==> config.mk <==
export PLATFORM = sky130hd
export DESIGN_NAME = mips_multicycle_control
export DESIGN_NICKNAME = d
export VERILOG_FILES = /design/src/rtl/mips_pkg.sv /design/src/rtl/mips_alu_decoder.sv /design/src/rtl/mips_multicycle_control.sv
export SDC_FILE = /design/constraint.sdc
export NUM_CORES = 1
export LEC_CHECK = 0
export ABC_CLOCK_PERIOD_IN_PS = 2100
export BUFFER_PORTS_ARGS = -buffer_cell sky130_fd_sc_hd__buf_2
export CAP_MARGIN = 20
export CORE_UTILIZATION = 45
export DETAILED_ROUTE_END_ITERATION = 8
export GPL_TIMING_DRIVEN = 1
export PLACE_DENSITY = 0.78
export SYNTH_ARGS = -nofsm -noshare
export SYNTH_HDL_FRONTEND = slang
export SYNTH_SLANG_ARGS = --single-unit
==> constraint.sdc <==
create_clock -name clk -period 2.1 [get_ports clk]
set_input_delay 0.315 -clock clk [delete_from_list [all_inputs] [get_ports clk]]
set_output_delay 0.315 -clock clk [all_outputs]
set_load 0.01 [all_outputs]
==> src/rtl/mips_pkg.sv <==
// Shared constants for the multi-cycle MIPS control path: ALU codes, opcode/funct values, mux selects, FSM states.
// S_JAL exists only when MIPS_JAL_EN is defined.
package mips_pkg;

  localparam logic [3:0] ALU_AND = 4'd0;
  localparam logic [3:0] ALU_OR  = 4'd1;
  localparam logic [3:0] ALU_NOR = 4'd2;
  localparam logic [3:0] ALU_ADD = 4'd3;
  localparam logic [3:0] ALU_SUB = 4'd4;
  localparam logic [3:0] ALU_LUI = 4'd5;
  localparam logic [3:0] ALU_SLL = 4'd6;
  localparam logic [3:0] ALU_SRL = 4'd7;

  localparam logic [5:0] OP_RTYPE = 6'h00;
  localparam logic [5:0] OP_J     = 6'h02;
  localparam logic [5:0] OP_JAL   = 6'h03;
  localparam logic [5:0] OP_BEQ   = 6'h04;
  localparam logic [5:0] OP_BNE   = 6'h05;
  localparam logic [5:0] OP_ADDI  = 6'h08;
  localparam logic [5:0] OP_ANDI  = 6'h0C;
  localparam logic [5:0] OP_ORI   = 6'h0D;
  localparam logic [5:0] OP_LUI   = 6'h0F;
  localparam logic [5:0] OP_LW    = 6'h23;
  localparam logic [5:0] OP_SW    = 6'h2B;

  localparam logic [5:0] F_SLL = 6'h00;
  localparam logic [5:0] F_SRL = 6'h02;
  localparam logic [5:0] F_ADD = 6'h20;
  localparam logic [5:0] F_SUB = 6'h22;
  localparam logic [5:0] F_AND = 6'h24;
  localparam logic [5:0] F_OR  = 6'h25;
  localparam logic [5:0] F_NOR = 6'h27;

  localparam logic [2:0] SRCB_REG     = 3'd0;
  localparam logic [2:0] SRCB_FOUR    = 3'd1;
  localparam logic [2:0] SRCB_SEXT    = 3'd2;
  localparam logic [2:0] SRCB_SEXT_SH = 3'd3;
  localparam logic [2:0] SRCB_ZEXT    = 3'd4;

  localparam logic [1:0] PCSRC_ALU    = 2'd0;
  localparam logic [1:0] PCSRC_ALUOUT = 2'd1;
  localparam logic [1:0] PCSRC_JUMP   = 2'd2;

  localparam logic [1:0] REGDST_RT = 2'd0;
  localparam logic [1:0] REGDST_RD = 2'd1;
  localparam logic [1:0] REGDST_RA = 2'd2;

  localparam logic [1:0] M2R_ALUOUT = 2'd0;
  localparam logic [1:0] M2R_MDR    = 2'd1;
  localparam logic [1:0] M2R_PC     = 2'd2;

  localparam logic [3:0] S_RESET     = 4'd0;
  localparam logic [3:0] S_FETCH     = 4'd1;
  localparam logic [3:0] S_DECODE    = 4'd2;
  localparam logic [3:0] S_MEM_ADDR  = 4'd3;
  localparam logic [3:0] S_MEM_READ  = 4'd4;
  localparam logic [3:0] S_MEM_WB    = 4'd5;
  localparam logic [3:0] S_MEM_WRITE = 4'd6;
  localparam logic [3:0] S_R_EXEC    = 4'd7;
  localparam logic [3:0] S_R_WB      = 4'd8;
  localparam logic [3:0] S_I_EXEC    = 4'd9;
  localparam logic [3:0] S_I_WB      = 4'd10;
  localparam logic [3:0] S_BRANCH    = 4'd11;
  localparam logic [3:0] S_JUMP      = 4'd12;
`ifdef MIPS_JAL_EN
  localparam logic [3:0] S_JAL       = 4'd13;
`endif

endpackage

==> src/rtl/mips_alu_decoder.sv <==
// R-type funct field to ALU operation code; valid is low for any funct the ALU does not implement.
module mips_alu_decoder
  import mips_pkg::*;
#(
  parameter int ALU_OP_W = 4
) (
  input  logic [5:0]          funct,
  output logic [ALU_OP_W-1:0] alu_op,
  output logic                valid
);

  always_comb begin
    alu_op = ALU_OP_W'(ALU_AND);
    valid  = 1'b1;
    case (funct)
      F_ADD:   alu_op = ALU_OP_W'(ALU_ADD);
      F_SUB:   alu_op = ALU_OP_W'(ALU_SUB);
      F_AND:   alu_op = ALU_OP_W'(ALU_AND);
      F_OR:    alu_op = ALU_OP_W'(ALU_OR);
      F_NOR:   alu_op = ALU_OP_W'(ALU_NOR);
      F_SLL:   alu_op = ALU_OP_W'(ALU_SLL);
      F_SRL:   alu_op = ALU_OP_W'(ALU_SRL);
      default: valid  = 1'b0;
    endcase
  end

endmodule

==> src/rtl/mips_multicycle_control.sv <==
// Multi-cycle MIPS control FSM driving the shared datapath strobes and selects.
// Define MIPS_JAL_EN to add the jal instruction (S_JAL); otherwise opcode 0x03 is illegal.
module mips_multicycle_control
  import mips_pkg::*;
#(
  parameter int ALU_OP_W = 4
) (
  input  logic                clk,
  input  logic                reset,
  input  logic [5:0]          opcode,
  input  logic [5:0]          funct,
  input  logic                zero,
  input  logic                mem_ready,
  output logic [ALU_OP_W-1:0] alu_op,
  output logic                alu_src_a,
  output logic [2:0]          alu_src_b,
  output logic                pc_write,
  output logic [1:0]          pc_source,
  output logic                iord,
  output logic                mem_read,
  output logic                mem_write,
  output logic                ir_write,
  output logic                reg_write,
  output logic [1:0]          reg_dst,
  output logic [1:0]          mem_to_reg,
  output logic                illegal_instr
);

  logic [3:0]          state, next_state;
  logic [ALU_OP_W-1:0] r_alu_op;
  logic                r_valid;

  mips_alu_decoder #(.ALU_OP_W(ALU_OP_W)) u_alu_dec (
    .funct  (funct),
    .alu_op (r_alu_op),
    .valid  (r_valid)
  );

  always_ff @(posedge clk or negedge reset) begin
    if (!reset) state <= S_RESET;
    else        state <= next_state;
  end

  always_comb begin
    next_state = S_FETCH;
    case (state)
      S_FETCH:     next_state = mem_ready ? S_DECODE : S_FETCH;
      S_DECODE: begin
        case (opcode)
          OP_RTYPE:                        next_state = S_R_EXEC;
          OP_LW, OP_SW:                    next_state = S_MEM_ADDR;
          OP_BEQ, OP_BNE:                  next_state = S_BRANCH;
          OP_J:                            next_state = S_JUMP;
          OP_ADDI, OP_ANDI, OP_ORI, OP_LUI: next_state = S_I_EXEC;
`ifdef MIPS_JAL_EN
          OP_JAL:                          next_state = S_JAL;
`endif
          default:                         next_state = S_FETCH;
        endcase
      end
      S_MEM_ADDR:  next_state = (opcode == OP_LW) ? S_MEM_READ : S_MEM_WRITE;
      S_MEM_READ:  next_state = mem_ready ? S_MEM_WB : S_MEM_READ;
      S_MEM_WRITE: next_state = mem_ready ? S_FETCH : S_MEM_WRITE;
      S_R_EXEC:    next_state = r_valid ? S_R_WB : S_FETCH;
      S_I_EXEC:    next_state = S_I_WB;
      default:     next_state = S_FETCH;
    endcase
  end

  // Decode falling straight back to fetch is exactly the unsupported-opcode case.
  always_comb begin
    alu_op        = ALU_OP_W'(ALU_AND);
    alu_src_a     = 1'b0;
    alu_src_b     = SRCB_REG;
    pc_write      = 1'b0;
    pc_source     = PCSRC_ALU;
    iord          = 1'b0;
    mem_read      = 1'b0;
    mem_write     = 1'b0;
    ir_write      = 1'b0;
    reg_write     = 1'b0;
    reg_dst       = REGDST_RT;
    mem_to_reg    = M2R_ALUOUT;
    illegal_instr = 1'b0;
    case (state)
      S_FETCH: begin
        mem_read  = 1'b1;
        ir_write  = mem_ready;
        alu_op    = ALU_OP_W'(ALU_ADD);
        alu_src_b = SRCB_FOUR;
        pc_write  = mem_ready;
      end
      S_DECODE: begin
        alu_op        = ALU_OP_W'(ALU_ADD);
        alu_src_b     = SRCB_SEXT_SH;
        illegal_instr = (next_state == S_FETCH);
      end
      S_MEM_ADDR: begin
        alu_op    = ALU_OP_W'(ALU_ADD);
        alu_src_a = 1'b1;
        alu_src_b = SRCB_SEXT;
      end
      S_MEM_READ: begin
        mem_read = 1'b1;
        iord     = 1'b1;
      end
      S_MEM_WB: begin
        reg_write  = 1'b1;
        mem_to_reg = M2R_MDR;
      end
      S_MEM_WRITE: begin
        mem_write = 1'b1;
        iord      = 1'b1;
      end
      S_R_EXEC: begin
        alu_op        = r_alu_op;
        alu_src_a     = 1'b1;
        illegal_instr = !r_valid;
      end
      S_R_WB: begin
        reg_write = 1'b1;
        reg_dst   = REGDST_RD;
      end
      S_I_EXEC: begin
        alu_src_a = 1'b1;
        alu_src_b = SRCB_ZEXT;
        case (opcode)
          OP_ANDI: alu_op = ALU_OP_W'(ALU_AND);
          OP_ORI:  alu_op = ALU_OP_W'(ALU_OR);
          OP_LUI:  alu_op = ALU_OP_W'(ALU_LUI);
          default: begin
            alu_op    = ALU_OP_W'(ALU_ADD);
            alu_src_b = SRCB_SEXT;
          end
        endcase
      end
      S_I_WB:      reg_write = 1'b1;
      S_BRANCH: begin
        alu_op    = ALU_OP_W'(ALU_SUB);
        alu_src_a = 1'b1;
        pc_source = PCSRC_ALUOUT;
        pc_write  = (opcode == OP_BNE) ? !zero : zero;
      end
      S_JUMP: begin
        pc_write  = 1'b1;
        pc_source = PCSRC_JUMP;
      end
`ifdef MIPS_JAL_EN
      S_JAL: begin
        reg_write  = 1'b1;
        reg_dst    = REGDST_RA;
        mem_to_reg = M2R_PC;
        pc_write   = 1'b1;
        pc_source  = PCSRC_JUMP;
      end
`endif
      default: ;
    endcase
  end

endmodule

# Word-level counts from Yosys, hierarchy flattened

Cells that the tools add are included.

Bits of input ports: 16
Word-level logic and storage cells: 68
Bits in registers: 4

Multiplexer cells: 25
Eq/ne operators: 28
Reductions and logical operators: 14

Operator list:

| operator                                       | count |
|---|---|
| == test 6 bit (second input constant)          | 7 |
| one-hot mux 4 bit (7 select lines)             | 1 |
| == test 6 x 4 -> 1 bit (second input constant) | 4 |
| == test 4 bit (second input constant)          | 5 |
| one-hot mux 4 bit (5 select lines)             | 1 |
| one-hot mux 3 bit (6 select lines)             | 1 |
| == test 4 x 3 -> 1 bit (second input constant) | 4 |
| one-hot mux 4 bit (4 select lines)             | 1 |
| == test 6 x 2 -> 1 bit (second input constant) | 2 |
| == test 6 x 3 -> 1 bit (second input constant) | 2 |
| logical NOT 6 bit                              | 2 |
| one-hot mux 3 bit (4 select lines)             | 1 |
| two-way mux 1 bit                              | 11 |
| one-hot mux 3 bit (3 select lines)             | 1 |
| OR reduction 3 bit                             | 3 |
| == test 4 x 1 -> 1 bit (second input constant) | 2 |
| == test 4 x 2 -> 1 bit (second input constant) | 2 |
| OR reduction 2 bit                             | 4 |
| OR reduction 4 bit                             | 2 |
| OR reduction 7 bit                             | 1 |
| two-way mux 3 bit                              | 2 |
| two-way mux 2 bit                              | 2 |
| two-way mux 4 bit                              | 1 |
| one-hot mux 2 bit (2 select lines)             | 1 |
| 3 further kinds                                | 4 |

# Longest topological paths before layout

Gate-level depths: netlist of the first run.

Word-level depth: 7
Depth in mapped cells: 5
Mapped depth without buffers: 4

# Modules after synthesis

A second synthesis of the first run with hierarchy kept.

Cell total of the unflattened synthesis: 126
Area, all modules: 840.8 um^2

Modules (own cells, without submodules):

| module                  | cells each | area each (um^2) | instances |
|---|---|---|---|
| mips_multicycle_control | 109        | 739.5            | 1 |
| mips_alu_decoder        | 17         | 101.3            | 1 |

# Least setup slack after synthesis of the first run

Ideal clock, no wire load.

Kind: register to output
From: reg state[3]
To: out alu_op[2]
Slack: 0.170 ns
Path buffers: 0
Arrival time: 1.615 ns
Stages on the path, launching flop included: 4
Path through: dfrtp_1 -> nand2b_1 -> or4_4 -> o41ai_1

Cells in the longest elaborated chain, start to end: 3
Elaborated cells between the ends (all ways): 8
Those cells by class: eq/ne (6); mux (1); reduce/logical (1)

Ends and longest elaborated chain:

| item                                                                    | line                          | text |
|---|---|---|
| start: declaration                                                      | mips_multicycle_control.sv:29 | `logic [3:0] state, next_state;` |
| start signal: assignment                                                | mips_multicycle_control.sv:41 | `else state <= next_state;` |
| == test 4 x 2 -> 1 bit / == test 4 x 1 -> 1 bit (equally long branches) | mips_multicycle_control.sv:85 | `case (state)` |
| OR reduction 3 bit (no source line)                                     | -                             |  |
| one-hot mux 4 bit (4 select lines) *                                    | mips_multicycle_control.sv:85 |  |
| end: declaration                                                        | mips_multicycle_control.sv:14 | `output logic [ALU_OP_W-1:0] alu_op,` |

Every way passes the cells marked *; elsewhere a longest branch is shown, timed or not.

# Worst setup path after layout of the first run

From: reg state[2]
To: out pc_write

Cells in the longest elaborated chain, start to end: 2
Elaborated cells between the ends (all ways): 4
Those cells by class: eq/ne (3); mux (1)

Ends and longest elaborated chain:

| item                                                           | line                          | text |
|---|---|---|
| == test 4 bit / == test 4 x 1 -> 1 bit (equally long branches) | mips_multicycle_control.sv:85 |  |
| one-hot mux 1 bit (3 select lines) *                           | mips_multicycle_control.sv:85 |  |
| end: declaration                                               | mips_multicycle_control.sv:17 | `output logic pc_write,` |

Marks and branches as above.

==> impl_metrics.py, run 1 <==
metrics = {
    "routing": {
        "drtIter0Drc": 21,
        "wl_per_cell_um": 13.38,
        "drc_errors": 0,
        "vias": 963,
        "wl_met2_um": 1034,
        "antenna_left": 0,
        "topRoutingLayerUsed": "met4",
        "wl_met3_um": 98,
        "drtPass1Iterations": 4,
        "via_per_inst": 5.944,
        "wl_met1_um": 1021,
        "drt-total-wl_um": 2167,
    },
    "clocking": {
        "postCtsSetupRepairBufs": 0,
        "h-tree-depth": 1,
        "clock-sinks": 4,
        "cts_inserted_buffers": 3,
        "clock_latency_ns": 0.23,
        "root_buffer": "clkbuf_4",
        "cts_buffer_depth": 2,
        "clkTransAtPathRegs_ns": 0.04,
        "cts_tree": "done",
    },
    "sta": {
        "clock_skew_ns": 0.005703,
        "maxSlewViolCount": 0,
        "hold_violations": 0,
        "fmax_ghz": 0.5001,
        "grt_setup_unrepaired": "no",
        "setup_violations": 0,
        "period_needed_ns": 1.999,
        "fin_setup_tns_ns": 0,
        "fin_crit_sh_pct": 95.21,
    },
    "final_layout": {
        "reg_top3": "state: 4 flops",
        "largest_reg_flops": 4,
        "layoutNonFillerInstCount": 162,
        "drive_above_1_share_pct": 39.04,
        "syn_to_final_growth_pct": 35.78,
        "diodes": 0,
        "num-nets-final": 164,
        "nFillCells": 142,
        "largest-register": "state",
    },
    "synthesis": {
        "synth_cell_types": 46,
        "synthTopCellsByArea": "dfrtp_1 14%, nor2_1 7.2%, a21oi_1 6.1%, nand2b_1 6.0%, nor3_1 4.8%",
        "synth_common_cells": "14 x nor2_1, 9 x a21oi_1, 7 x nand2b_1, 7 x nor3_1, 5 x nand2_1",
        "ys_seq_elements": 4,
        "ys_async_sr_fraction_pct": 100.0,
        "yosysTopAreaCellShare_pct": 13.63,
        "synth_top_cell_by_area": "dfrtp_1",
        "yosys_most_used_dff": "dfrtp_1",
        "syn_area_um2": 734.5,
        "yosysWarningCount": 0,
        "synth-edff-count": 0,
        "ys_seq_area_share_pct": 13.63,
        "syn_area_per_cell_um2": 6.800,
        "syn_inst": 108,
        "synth_most_common_cell": "nor2_1",
    },
    "die": {
        "die_area_um2": 1798,
        "start_util_pct": 48.19,
        "io_pins": 37,
        "die_w_um": 42.40,
        "rows": 14,
        "die_h_um": 42.40,
        "core_area_um2": 1524,
    },
    "placed_design": {
        "gp_congestion": 0.8188,
        "dp_hpwl_um": 1710,
        "portBuffers": 33,
        "place_inst": 158,
    },
    "global_route": {
        "grt_pass1_wl_um": 3670,
        "antenna_found_initial": 0,
        "grt_util_all_layers_pct": 25.55,
        "grt_max_degree": 14,
        "first_global_vias": 826,
        "grt_overflow_total": 0,
    },
    "power": {
        "p_sw_share_pct": 48.89,
        "leakage_nw": 0.4815,
        "seqPwrFrac_pct": 16.6,
        "net-switching-power_uw": 457.7,
        "clkPwrFrac_pct": 10.1,
        "internal_power_uw": 478.5,
        "ir_drop_mv": 0.3788,
        "power.density_nw_per_um2": 938.9,
        "combPwrFrac_pct": 73.3,
    },
    "worst_setup_path": {
        "reg2reg_slack_ns": 0.63,
        "crit_arrival_ns": 1.68,
        "cp-end-kind": "output port",
        "worstPathMaxFanout": 13,
        "crit_type": "reg -> out",
        "worst_setup_path_start_kind": "register",
        "cp.required_ns": 1.78,
    },
    "flow_run": {
        "cap_violations": 0,
    },
    "min_path": {
        "hold_class": "in -> async",
    },
    "status": {
        "status": "completed",
    },
}
==> placed cells by master (no fill, tap or decap), drive strengths merged, types with 2 or more instances in the layout <==
master,instances
or4,2
buf,41
xnor2,2
nand2b,7
or3b,2
nor2,14
o21ai,4
a211oi,2
a21oi,9
and3,4
clkbuf,3
o22ai,2
inv,4
nand3,3
conb,3
nor2b,3
nor4b,3
nand2,5
nor3,7
dfrtp,4
==> routing by layer <==
layer  vias to the layer above  track usage [%]
li1                        472                -
met3                         2            6.466
met2                        32            40.92
met1                       457            33.95
met5                         -                0
met4                         0            6.875
==> worst max-delay path, stage by stage, from the launching register on <==
cell and delay, ns:
dfrtp_1 0.40, buf_4 0.20, nand3b_1 0.15, or4_1 0.41
or3b_1 0.17, buf_2 0.12
==> path summary, 6_finish.rpt <==
kind	end	start	depth (start not counted)
worst min-delay path	state[3]	reset	2
worst max-delay path	pc_write	state[2]	5
worst min register to register	state[2]	state[3]	2
max in group asynchronous	state[1]	reset	2
min in group clk	state[2]	mem_ready	4
worst max register to register	state[0]	state[0]	5
==> repair_timing <==
item / 4_1_cts / 5_1_grt
pin swaps: 0 / 2
gates resized for setup: 2 / 3
hold buffers: 1 / 0
setup endpoints to repair: 1 / 3
hold endpoints to repair: 4 / 0
==> power by group through the flow <==
stage	combinational [mW]	clock [mW]	sequential [mW]
2_1_floorplan	0.423	0	0.129
3_3_place_gp	0.642	0	0.146
3_5_place_dp	0.656	0	0.146
4_1_cts	0.661	0.0951	0.147
5_1_grt	0.751	0.109	0.159
6_report	0.686	0.0949	0.155
==> cell families (layout without fill, tap and decap cells) <==
group                     Yosys count  count (layout)  synth area share (%)
muxes                               1               1                 1.363
xor gates and xnor gates            2               2                 2.385
DFF                                 4               4                 13.63
and+or+nand+nor                    59              59                 48.21
other                               1               3                0.5106
AOI/OAI and AO/OA                  28              28                 25.38
buffers and inverters              13              49                 8.517
==> final cells by class <==
class	instances	area (um^2)	area share, %
multi-input combinational	93	603.1	60.48
clock buffer	3	22.52	2.258
inverter	4	15.01	1.506
sequential	4	101.3	10.16
tap	16	20.02	2.008
timing repair buffer	42	235.2	23.59
==> per-stage QoR <==
stage | setup WS (ns) | util (%) | hold slack (ns) | cell area, um^2 | total power [mW]
after floorplan | 0.1701 | - | 0.01941 | 742.0 | 0.5516
after global placement | 0.1629 | 61.66 | 0.1190 | 939.7 | 0.7882
after detailed placement | 0.1347 | 61.66 | 0.1233 | 939.7 | 0.8022
after CTS | 0.01905 | 64.37 | 0.4322 | 980.9 | 0.9033
after global routing | 0.009494 | 65.44 | 0.4339 | 997.2 | 1.019
final | 0.1005 | 65.44 | 0.4268 | 997.2 | 0.9362
Note: power is estimated with default switching activity, not from simulation.
==> inputs of run 2 (changes only) <==
- CORE_MARGIN: not set -> 3
==> impl_metrics.py, run 2 (synthesis results as in run 1) <==
metrics = {
    "worst_setup_path": {
        "rr_startpoint": "state[0]",
        "crit_arrival_ns": 1.67,
        "reg2reg_slack_ns": 0.71,
        "worstPathMaxFanout": 4,
        "reg2reg_to": "state[0]",
        "cp.required_ns": 1.78,
        "worst_setup_path_start_kind": "register",
        "crit_type": "reg -> out",
        "reg2reg_depth": 5,
        "cp-end-kind": "output port",
    },
    "min_path": {
        "hold_class": "in -> async",
    },
    "final_layout": {
        "multi_input_area_um2": 609.3,
        "num-nets-final": 163,
        "final_common_cell": "buf_2",
        "largest-register": "state",
        "largest_reg_flops": 4,
        "diodes": 0,
        "layoutNonFillerInstCount": 160,
        "regArea_um2": 101.3,
        "syn_to_final_growth_pct": 35.43,
        "reg_top3": "state: 4 flops",
        "nFillCells": 120,
        "layout_common_cells": "33 x buf_2, 14 x nor2_1, 9 x a21oi_1",
        "design_area_um2": 994.7,
        "drive_above_1_share_pct": 38.62,
    },
    "placed_design": {
        "gp_congestion": 0.8017,
        "dp_hpwl_um": 1754,
        "portBuffers": 33,
        "postPlaceCellArea_um2": 930.9,
        "place_inst": 156,
    },
    "routing": {
        "wl_met3_um": 135,
        "antenna_left": 0,
        "via_per_inst": 5.850,
        "topRoutingLayerUsed": "met4",
        "vias": 936,
        "drt-total-wl_um": 2185,
        "drc_errors": 0,
        "wl_per_cell_um": 13.66,
        "wl_met2_um": 1063,
        "drtIter0Drc": 39,
        "drtPass1Iterations": 4,
        "wl_met1_um": 978,
    },
    "sta": {
        "clock_skew_ns": 0.001160,
        "fin_crit_sh_pct": 94.69,
        "hold_violations": 0,
        "period_needed_ns": 1.988,
        "maxSlewViolCount": 0,
        "grt_setup_unrepaired": "no",
        "fin_setup_tns_ns": 0,
        "fmax_ghz": 0.5029,
        "setup_violations": 0,
    },
    "clocking": {
        "cts_tree": "done",
        "postCtsSetupRepairBufs": 0,
        "root_buffer": "clkbuf_4",
        "h-tree-depth": 1,
        "cts_buffer_depth": 2,
        "cts_inserted_buffers": 3,
        "clkTransAtPathRegs_ns": 0.04,
        "clock_latency_ns": 0.24,
        "clock-sinks": 4,
    },
    "power": {
        "power.density_nw_per_um2": 921.4,
        "ir_drop_mv": 0.3766,
        "leakage_nw": 0.4867,
    },
    "flow_run": {
        "cap_violations": 0,
    },
    "die": {
        "die_area_um2": 2153,
        "core_area_um2": 1415,
        "io_pins": 37,
        "rows": 13,
        "die_h_um": 46.40,
        "die_w_um": 46.40,
        "start_util_pct": 51.90,
    },
    "global_route": {
        "first_global_vias": 780,
        "grt_pass1_wl_um": 3436,
        "grt_util_all_layers_pct": 21.71,
        "grt_overflow_total": 0,
        "antenna_found_initial": 0,
        "grt_max_degree": 14,
    },
    "status": {
        "status": "completed",
    },
}
run 2: how the worst max path moves through the flow:
stage,slack [ns],from,endpoint
after floorplan,0.17,state[3],alu_op[2]
after global placement,0.16,opcode[2],pc_write
after detailed placement,0.14,opcode[2],pc_write
after CTS,0.03,state[3],alu_op[2]
after global routing,0.02,opcode[2],pc_write
final,0.11,state[3],alu_op[2]
run 2: power breakdown:
part	internal, mW	switching, mW	total [mW]
combinational	0.301	0.367	0.668
sequential	0.107	0.0430	0.150
clock	0.0641	0.0344	0.0985
run 2: critical path, stage by stage (launching register included):
cell and delay (ns):
dfrtp_1 0.36, nand2b_1 0.17, or4_4 0.53, o41ai_2 0.20, buf_2 0.17
run 2: through the flow:
step	hold WS, ns	power, mW	worst slack [ns]	utilization, %
after floorplan	0.01941	0.5516	0.1701	-
after global placement	0.1192	0.7871	0.1619	65.78
after detailed placement	0.1261	0.7982	0.1370	65.78
after CTS	0.4048	0.9074	0.03149	68.70
after global routing	0.4104	1.003	0.02138	70.29
final	0.4063	0.9165	0.1116	70.29
run 2: cell type report:
cell class                 count  share of cell area (%)
multi-input combinational     93                   61.26
timing repair buffer          41                   22.89
sequential                     4                   10.19
clock buffer                   3                   2.264
tap                           15                   1.887
inverter                       4                   1.509
run 2: layer usage:
| layer | vias up | global-route usage [%] |
|---|---|---|
| met4 | 0 | 1.705 |
| li1 | 470 | - |
| met1 | 427 | 29.00 |
| met5 | - | 0 |
| met2 | 37 | 36.81 |
| met3 | 2 | 4.688 |
run 2: repair_timing:
| action | 4_1_cts | 5_1_grt |
|---|---|---|
| hold buffers | 1 | 0 |
| gates resized for setup | 2 | 4 |
| endpoints found under the hold margin | 4 | 0 |
| pin swaps | 0 | 1 |
| endpoints found under the setup margin | 1 | 3 |
==> inputs of run 3 (changes only) <==
- ABC_AREA: not set -> 1
- CORE_UTILIZATION: 45 -> 46
- PLACE_DENSITY: 0.78 -> 0.77
- SYNTH_HIERARCHICAL: not set -> 1
==> impl_metrics.py, run 3 <==
metrics = {
    "status": {
        "status": "completed",
    },
    "routing": {
        "drtPass1Iterations": 4,
        "wl_per_cell_um": 10.50,
        "drtIter0Drc": 27,
        "antenna_left": 0,
        "drc_errors": 0,
        "vias": 971,
        "via_per_inst": 4.807,
        "drt-total-wl_um": 2122,
    },
    "clocking": {
        "cts_tree": "done",
        "cts_buffer_depth": 2,
        "h-tree-depth": 1,
        "clock_latency_ns": 0.26,
        "clock-sinks": 4,
        "root_buffer": "clkbuf_4",
        "cts_inserted_buffers": 3,
        "clkTransAtPathRegs_ns": 0.04,
        "cts_resized": 0,
    },
    "final_layout": {
        "diodes": 0,
        "largest-register": "state",
        "final_common_cell": "buf_2",
        "layout_common_cells": "33 x buf_2, 23 x nor2_1, 21 x inv_1",
        "largest_reg_flops": 4,
        "drive_above_1_share_pct": 39.33,
        "num-nets-final": 196,
        "reg_top3": "state: 4 flops",
        "syn_to_final_growth_pct": 25.38,
    },
    "sta": {
        "worst_hold_slack_ns": 0.3979,
        "fin_crit_sh_pct": 91.77,
        "fmax_ghz": 0.5189,
        "clock_skew_ns": 0.01186,
        "setup_violations": 0,
        "period_needed_ns": 1.927,
        "grt_setup_unrepaired": "no",
        "fin_setup_tns_ns": 0,
        "maxSlewViolCount": 0,
        "hold_violations": 0,
    },
    "die": {
        "die_area_um2": 2333,
        "io_pins": 37,
        "core_area_um2": 1594,
        "die_h_um": 48.31,
        "die_w_um": 48.31,
        "start_util_pct": 51.65,
        "rows": 14,
    },
    "synthesis": {
        "yosysWarningCount": 6,
        "yosysTopAreaCellShare_pct": 12.16,
        "ys_async_sr_fraction_pct": 100.0,
        "synth_cell_types": 25,
        "ys_seq_area_share_pct": 12.16,
        "synthTopCellsByArea": "dfrtp_1 12%, nand3_1 12%, nor2_1 10%, inv_1 9.6%, nand2_1 9.1%",
        "syn_area_um2": 823.3,
        "synth-edff-count": 0,
        "syn_area_per_cell_um2": 5.757,
        "synth_most_common_cell": "nor2_1",
        "yosys_most_used_dff": "dfrtp_1",
        "synth_top_cell_by_area": "dfrtp_1",
        "synth_common_cells": "23 x nor2_1, 21 x inv_1, 20 x nand2_1",
        "syn_inst": 143,
        "ys_seq_elements": 4,
    },
    "global_route": {
        "grt_util_all_layers_pct": 20.94,
        "grt_pass1_wl_um": 3933,
        "globalRoute.busiestLayer": "met2",
        "grt.met3_usage_pct": 7.055,
        "grt_overflow_total": 0,
        "grt_max_degree": 10,
        "first_global_vias": 937,
        "grtUsageMet2_pct": 32.80,
        "use_met1_pct": 26.88,
        "antenna_found_initial": 0,
    },
    "power": {
        "leakage_nw": 0.5933,
        "ir_drop_mv": 0.8472,
        "net-switching-power_uw": 495.5,
        "p_sw_share_pct": 54.35,
        "clkPwrFrac_pct": 11.6,
        "power.density_nw_per_um2": 883.3,
        "seqPwrFrac_pct": 16.5,
        "internal_power_uw": 416.3,
        "power_uw": 911.8,
        "combPwrFrac_pct": 71.9,
    },
    "worst_setup_path": {
        "cp-end-kind": "output port",
        "crit_arrival_ns": 1.61,
        "worst_setup_path_start_kind": "register",
        "cp.required_ns": 1.78,
        "worstPathMaxFanout": 6,
        "crit_type": "reg -> out",
    },
    "placed_design": {
        "dp_hpwl_um": 1802,
        "portBuffers": 33,
        "gp_congestion": 0.8572,
    },
    "flow_run": {
        "cap_violations": 0,
    },
    "min_path": {
        "hold_class": "in -> async",
    },
}
==> run 3: stage by stage <==
stage	worst slack, ns	area, um^2	util (%)	std cells
after global placement	0.4455	999.7	62.72	198
after global routing	0.05497	1032	64.76	202
final	0.1728	1032	64.76	202
after floorplan	0.5604	827.0	-	144
after detailed placement	0.4349	999.7	62.72	198
after CTS	0.1653	1032	64.76	202
==> run 3: logic make-up after synthesis <==
kind of cell | Yosys count | synth area share, %
AOI/OAI and AO/OA | 11 | 9.726
other | 2 | 0.9122
and+or+nand+nor | 93 | 60.18
buffers and inverters | 32 | 15.96
xor gates and xnor gates | 1 | 1.064
DFF | 4 | 12.16
==> run 3: power by group through the flow <==
stage          combinational, mW  clock (mW)  sequential (mW)
6_report                   0.656       0.105            0.150
5_1_grt                    0.732       0.122            0.158
4_1_cts                    0.659       0.112            0.149
3_5_place_dp               0.656           0            0.150
3_3_place_gp               0.648           0            0.150
2_1_floorplan              0.463           0            0.140
==> run 3: path summary, 6_finish.rpt <==
kind                           start            end  slack, ns  depth (start not counted)
setup / recovery            state[0]  illegal_instr       0.17                          9
hold / removal                 reset       state[0]       0.40                          2
min in group clk           mem_ready       state[0]       0.43                          5
hold reg to reg             state[3]       state[2]       0.77                          3
max in group asynchronous      reset       state[1]       1.57                          2
setup reg to reg            state[0]       state[0]       0.84                          7
==> run 3: final cells by class <==
cell class                 count  area, um^2
fill                         159       561.8
tap                           24       30.03
multi-input combinational    108       595.6
timing repair buffer          34       175.2
inverter                      29       108.9
sequential                     4       100.1
clock buffer                   3       22.52
==> run 3: timing repair <==
action                                 4_1_cts  5_1_grt
setup endpoints to repair                    0        0
hold buffers                                 1        0
endpoints found under the hold margin        4        0
setup buffers                                0        0
==> run 3: critical path, stage by stage (launching register included) <==
cell and delay [ns]:
dfrtp_1 0.44, inv_2 0.09, nand2_1 0.08, nor2_2 0.21, inv_1 0.11, nor2_1 0.12, nor2_1 0.07, nand3_2 0.07
nand2_2 0.04, buf_2 0.13
==> run 3: layer usage <==
layer	vias up	wire, um
li1	517	-
met1	416	942
met2	35	978
met3	3	177
met4	0	24
met5	-	0
